**src/rtl/ram_slot_scheduler.sv**
```systemverilog
// Time-division SRAM scheduler: one 64-clock CPU cycle split into eight
// 8-clock slots shared by video fetch, the 6502 CPU and a Wishbone master.
// Every slot is decided on the edge that starts it and held until the next.
module ram_slot_scheduler #(
   parameter int unsigned RAM_ADDR_WIDTH = 17,
   parameter int unsigned DATA_WIDTH     = 8
) (
   input  logic                      clock_i,
   input  logic                      reset_i,
   output logic                      cpu_phi2_o,
   input  logic                      cpu_en_i,
   input  logic                      cpu_we_i,
   input  logic [RAM_ADDR_WIDTH-1:0] cpu_addr_i,
   input  logic [DATA_WIDTH-1:0]     cpu_data_i,
   output logic [DATA_WIDTH-1:0]     cpu_data_o,
   input  logic                      video_en_i,
   input  logic [RAM_ADDR_WIDTH-1:0] video_char_addr_i,
   input  logic [RAM_ADDR_WIDTH-1:0] video_pixel_addr_i,
   output logic [DATA_WIDTH-1:0]     video_data_o,
   output logic                      video_char_strobe_o,
   output logic                      video_pixel_strobe_o,
   input  logic                      wb_cyc_i,
   input  logic                      wb_stb_i,
   input  logic                      wb_we_i,
   input  logic [RAM_ADDR_WIDTH-1:0] wb_adr_i,
   input  logic [DATA_WIDTH-1:0]     wb_dat_i,
   output logic [DATA_WIDTH-1:0]     wb_dat_o,
   output logic                      wb_ack_o,
   output logic [RAM_ADDR_WIDTH-1:0] ram_addr_o,
   output logic [DATA_WIDTH-1:0]     ram_data_o,
   input  logic [DATA_WIDTH-1:0]     ram_data_i,
   output logic                      ram_oe_o,
   output logic                      ram_we_o
);

   localparam int unsigned PHASE_WIDTH = 6;
   localparam int unsigned SLOT_WIDTH  = 3;

   localparam logic [SLOT_WIDTH-1:0] SLOT_CHAR  = SLOT_WIDTH'(0);
   localparam logic [SLOT_WIDTH-1:0] SLOT_PIXEL = SLOT_WIDTH'(1);
   localparam logic [SLOT_WIDTH-1:0] SLOT_CPU   = SLOT_WIDTH'(5);

   localparam logic [SLOT_WIDTH-1:0] SUB_START    = SLOT_WIDTH'(0);
   localparam logic [SLOT_WIDTH-1:0] SUB_WE_FIRST = SLOT_WIDTH'(2);
   localparam logic [SLOT_WIDTH-1:0] SUB_WE_LAST  = SLOT_WIDTH'(5);
   localparam logic [SLOT_WIDTH-1:0] SUB_DONE     = SLOT_WIDTH'(7);

   typedef enum logic [2:0] {
      OWN_IDLE,
      OWN_CHAR,
      OWN_PIXEL,
      OWN_CPU,
      OWN_WB
   } owner_t;

   logic [PHASE_WIDTH-1:0]    phase_q;
   logic [PHASE_WIDTH-1:0]    phase_d;
   owner_t                    owner_q;
   owner_t                    owner_d;
   logic                      we_q;
   logic                      we_d;
   logic [SLOT_WIDTH-1:0]     slot_n;
   logic [SLOT_WIDTH-1:0]     sub_n;

   logic                      phi2_d;
   logic                      oe_d;
   logic                      wen_d;
   logic                      char_stb_d;
   logic                      pixel_stb_d;
   logic                      ack_d;
   logic [RAM_ADDR_WIDTH-1:0] addr_d;
   logic [DATA_WIDTH-1:0]     wdata_d;
   logic [DATA_WIDTH-1:0]     cpu_data_d;
   logic [DATA_WIDTH-1:0]     video_data_d;
   logic [DATA_WIDTH-1:0]     wb_dat_d;

   // Next phase, slot ownership and per-sub-phase SRAM strobes; all outputs
   // are computed for the phase being entered so they register cleanly.
   always_comb begin
      phase_d      = phase_q + PHASE_WIDTH'(1);
      slot_n       = phase_d[5:3];
      sub_n        = phase_d[2:0];
      owner_d      = owner_q;
      we_d         = we_q;
      addr_d       = ram_addr_o;
      wdata_d      = ram_data_o;
      phi2_d       = phase_d[5];
      oe_d         = 1'b0;
      wen_d        = 1'b0;
      char_stb_d   = 1'b0;
      pixel_stb_d  = 1'b0;
      ack_d        = 1'b0;
      cpu_data_d   = cpu_data_o;
      video_data_d = video_data_o;
      wb_dat_d     = wb_dat_o;

      if (sub_n == SUB_START) begin
         // Slot start: pick the owner and freeze its request for 8 clocks.
         owner_d = OWN_IDLE;
         we_d    = 1'b0;
         if (video_en_i && (slot_n == SLOT_CHAR)) begin
            owner_d = OWN_CHAR;
            addr_d  = video_char_addr_i;
         end else if (video_en_i && (slot_n == SLOT_PIXEL)) begin
            owner_d = OWN_PIXEL;
            addr_d  = video_pixel_addr_i;
         end else if (cpu_en_i && (slot_n == SLOT_CPU)) begin
            owner_d = OWN_CPU;
            we_d    = cpu_we_i;
            addr_d  = cpu_addr_i;
            if (cpu_we_i) begin
               wdata_d = cpu_data_i;
            end
         end else if (wb_cyc_i && wb_stb_i) begin
            owner_d = OWN_WB;
            we_d    = wb_we_i;
            addr_d  = wb_adr_i;
            if (wb_we_i) begin
               wdata_d = wb_dat_i;
            end
         end
      end else if (owner_q != OWN_IDLE) begin
         oe_d  = !we_q && (sub_n != SUB_DONE);
         wen_d = we_q && (sub_n >= SUB_WE_FIRST) && (sub_n <= SUB_WE_LAST);
         if (sub_n == SUB_DONE) begin
            // Last sub-phase: hand read data to its owner.
            case (owner_q)
               OWN_CHAR: begin
                  video_data_d = ram_data_i;
                  char_stb_d   = 1'b1;
               end
               OWN_PIXEL: begin
                  video_data_d = ram_data_i;
                  pixel_stb_d  = 1'b1;
               end
               OWN_CPU: begin
                  if (!we_q) begin
                     cpu_data_d = ram_data_i;
                  end
               end
               OWN_WB: begin
                  if (!we_q) begin
                     wb_dat_d = ram_data_i;
                  end
                  ack_d = wb_cyc_i;
               end
               default: ;
            endcase
         end
      end
   end

   // State and output registers; reset idles the slot and aborts any access.
   always_ff @(posedge clock_i) begin
      if (reset_i) begin
         phase_q              <= '0;
         owner_q              <= OWN_IDLE;
         we_q                 <= 1'b0;
         cpu_phi2_o           <= 1'b0;
         ram_oe_o             <= 1'b0;
         ram_we_o             <= 1'b0;
         ram_addr_o           <= '0;
         ram_data_o           <= '0;
         cpu_data_o           <= '0;
         video_data_o         <= '0;
         video_char_strobe_o  <= 1'b0;
         video_pixel_strobe_o <= 1'b0;
         wb_dat_o             <= '0;
         wb_ack_o             <= 1'b0;
      end else begin
         phase_q              <= phase_d;
         owner_q              <= owner_d;
         we_q                 <= we_d;
         cpu_phi2_o           <= phi2_d;
         ram_oe_o             <= oe_d;
         ram_we_o             <= wen_d;
         ram_addr_o           <= addr_d;
         ram_data_o           <= wdata_d;
         cpu_data_o           <= cpu_data_d;
         video_data_o         <= video_data_d;
         video_char_strobe_o  <= char_stb_d;
         video_pixel_strobe_o <= pixel_stb_d;
         wb_dat_o             <= wb_dat_d;
         wb_ack_o             <= ack_d;
      end
   end

endmodule
```
**config.mk**
```make
export PLATFORM = sky130hd
export DESIGN_NAME = ram_slot_scheduler
export DESIGN_NICKNAME = d
export VERILOG_FILES = /design/src/rtl/ram_slot_scheduler.sv
export SDC_FILE = /design/constraint.sdc
export NUM_CORES = 1
export LEC_CHECK = 0
export ABC_AREA = 1
export ABC_CLOCK_PERIOD_IN_PS = 3200
export BUFFER_PORTS_ARGS = -buffer_cell sky130_fd_sc_hd__buf_2
export CORE_MARGIN = 2
export CORE_UTILIZATION = 40
export CTS_BUF_LIST = sky130_fd_sc_hd__clkbuf_4 sky130_fd_sc_hd__clkbuf_8
export CTS_CLUSTER_DIAMETER = 40
export DETAILED_ROUTE_END_ITERATION = 6
export GPL_TIMING_DRIVEN = 0
export PLACE_DENSITY_LB_ADDON = 0.12
export RECOVER_POWER = 25
export SYNTH_ARGS = -nofsm -noshare
export SYNTH_HDL_FRONTEND = slang
export SYNTH_SLANG_ARGS = --single-unit
```
**constraint.sdc**
```tcl
create_clock -name clock_i -period 3.2 [get_ports clock_i]
set_input_delay 0.32 -clock clock_i [delete_from_list [all_inputs] [get_ports clock_i]]
set_output_delay 0.32 -clock clock_i [all_outputs]
set_load 0.005 [all_outputs]
```
==> run metrics <==
crit path DAT=2.38 ns; Critical Path Fanout Max=10; met2 wire length=4.72 mm; worst r2r src=phase_q[0]; Num CTS Buffers=9; DIE AREA=between 9000 and 10,000 um2; reg-to-reg critical path endpoint=ram_addr_o[16]; Post-CTS Resized=0; Pwr Density=between 300 and 400 nW/um2; Layout area overhead=31.4%; sequential element share of the synthesized area=a little over a third; clk_skew=0.00886 ns; count leader, synth=nand2_1; CP max-delay cell=dfxtp_1; pre-CTS WS=1.01 ns; CTS tree=built; Worst Reg2Reg Path Length in Cells=11; H-tree Lvls=3; worst slew pin tran=0.674 ns; syn nets=between 600 and 700; setup TNS=0 ns; Power Total=~0.0018 W; Final Hold Viols=0; DR WL/cell=about 12 um; metal1 wirelength=4.39 mm; Starting DRT DRC Count=126; post-synthesis cell type count=33; Residual DRC=0; crit path time final=roughly 2.2 ns; row count=34; Max-slew headroom=a little under three fifths; Finished Core Util=a little over half; FILL cells=about 910; CP bufs+invs=2; Avg Vias per Cell=4.68; Initial Util=40.8%; Mapped Cells=~540; Avg Cell Area, Syn=6.51 um2; ys flop type=dfxtp_1; register-to-register setup slack=1.02 ns; die span in x=97.6 um; Post-Route WL=9.93 mm; critical path's largest stage delay=0.50 ns; Top Layer Used=met4; dpl cells=799; WP depth=11; Register Area=1280 um2; Cell Count, Final, Fillers Out=815; CTS sink count=64; placed wire-length estimate=7.86 mm; Placer Congestion=0.867; vias in the first global route=3,514; clk slew on worst S/H paths=0.07 ns; Post-synth EDFFs=0; Max Cap Viol=0; io pins=155; die height=97.6 um; largest net degree at the start of global routing=11; area of the multi-input gates=1750 um2; Slew Limit Fails=0; Crit path max-delay family=simple AND/OR/NAND/NOR gates; endpoints failing setup=0; Hold Buf Count CTS=0; CP endpoint kind=flip-flop; Final ANT Viol Nets=0; Startpoint Class=flip-flop; n_diodes=0; hold worst-path end=wb_ack_o; crit-path cells=ha_1 -> nand4_1 -> nand2_4 -> nor2_8 -> nand2_4 -> buf_6 -> clkinv_1 -> nand2_1 -> nand3_1 -> nand2_1 -> a21oi_1; Pleak=2.50 nW; Yosys top cell by area=dfxtp_1; ratio of cells with drive above 1 in the final layout=a little under 30%; first-pass detailed-route iteration total=4; first-pass GRT wire length=about 16 mm; share of flip-flops with an asynchronous set or reset=0%; #FFs+latches synth=64; Synth top area share=about 37%; min-delay src=wb_cyc_i; GR Util All Layers=roughly a fifth; WHS Path Cells=3; clock buffer depth=2; total number of vias=roughly 3,800; DR WL met3=647 um; RSZ-0062 raised after global routing=no; final period utilization=about two thirds; worst setup path class=reg2reg; antenna violations before repair=0; Max Clk Rate=460 MHz; root buffer cell=clkbuf_8; top cells by area, synth=dfxtp_1 (37%), nand2_1 (14%), inv_1 (9.1%), nor2_1 (8.5%), nand3_1 (8.1%); total gr overflow=0; status=finished clean; maximum VDD drop=0.243 mV; Synth Warn #=0; I/O Buffers=153; Hold Crit Class=in2reg; top cells by count, synth=nand2_1 (126), inv_1 (85), nor2_1 (79); clock latency on the worst-skew pair=approximately 0.34 ns; Post-Syn Area=3500 um2; final net count=807; worst setup margin=1.02 ns; worst endpoint required time=3.40 ns; area of the core=8590 um2; setup bufs post-CTS=0
[cell type report]
cell class                      instances  share of cell area (%)
Multi-Input combinational cell        363                    38.1
Sequential cell                        64                    27.8
Timing Repair Buffer                  153                    16.5
Inverter                               88                    7.23
Clock buffer                           13                    3.62
Tap cell                              108                    2.94
Buffer                                 23                    2.91
Clock inverter                          3                   0.870
[where the power goes]
group          internal (W)  switching (W)
registers          0.000808      0.0000108
clock network      0.000417       0.000305
logic             0.0000968       0.000120
[registers in the layout, indices dropped and copies added, names as in the netlist]
register              cells
video_char_strobe_o       1
owner_q                   3
wb_dat_o                  8
wb_ack_o                  1
ram_oe_o                  1
ram_we_o                  1
video_data_o              8
video_pixel_strobe_o      1
cpu_phi2_o                1
phase_q                   5
ram_data_o                8
cpu_data_o                8
we_q                      1
ram_addr_o               17
[layout by cell type (no fill, tap or decap)]
cell type and count:
nand3_2 2, a21oi_2 9, clkinv_2 2, nor2_2 1
clkbuf_4 2, clkinv_1 1, xor2_1 1, a2111oi_0 1
inv_2 1, ha_1 5, a21oi_1 25, dfxtp_1 64
clkbuf_8 11, clkbuf_1 13, nor2_1 79, o21ai_0 33
nand2_4 2, nand3_4 2, nor2_8 2, nor2_4 1
nand4_2 1, nand3_1 57, nand4_1 3, o221ai_1 1
buf_2 157, buf_6 3, nand2_1 126, nand2_2 3
o22ai_1 2, o211ai_1 1, nand3b_1 1, bufinv_16 1
buf_4 3, nor3_1 4, o21ai_2 1, inv_4 1
inv_1 85
[how the worst max path moves through the flow]
stage,start,end,slack (ns)
2_1_floorplan,phase_q[0],ram_data_o[0],1.40
3_3_place_gp,phase_q[0],ram_addr_o[16],1.11
3_5_place_dp,phase_q[0],ram_addr_o[16],1.01
4_1_cts,phase_q[0],ram_addr_o[16],1.00
5_1_grt,phase_q[0],ram_addr_o[16],0.79
6_report,phase_q[0],ram_addr_o[16],1.02
[per-stage QoR]
stage | area [um2] | hold slack, ns
5_1_grt | 4600 | 0.224
3_3_place_gp | 4400 | 0.430
4_1_cts | 4610 | 0.206
3_5_place_dp | 4400 | 0.436
2_1_floorplan | 3500 | 0.440
6_report | 4600 | 0.214
[worst min-delay path, delay by kind of cell]
kind / cells / cell delay, ns
simple gates: 2 / 0.08
buf+inv: 1 / 0.11
[routing by layer]
layer	GRT usage [%]	up-vias
li1	-	2004
met1	25.7	1651
met2	36.1	140
met3	4.32	18
met4	7.80	0
met5	0	-
[logic make-up (layout without fill, tap and decap cells)]
family / after synthesis / in the layout / synth area share [%]
AO/OA/AOI/OAI: 73 / 73 / 11.9
buffers and inverters: 111 / 280 / 13.3
AND/OR/NAND/NOR: 284 / 284 / 36.2
adder cells (fa/ha/maj): 5 / 5 / 1.79
flip-flops: 64 / 64 / 36.6
XOR/XNOR: 1 / 1 / 0.250
Note: power is estimated with default switching activity, not from simulation.
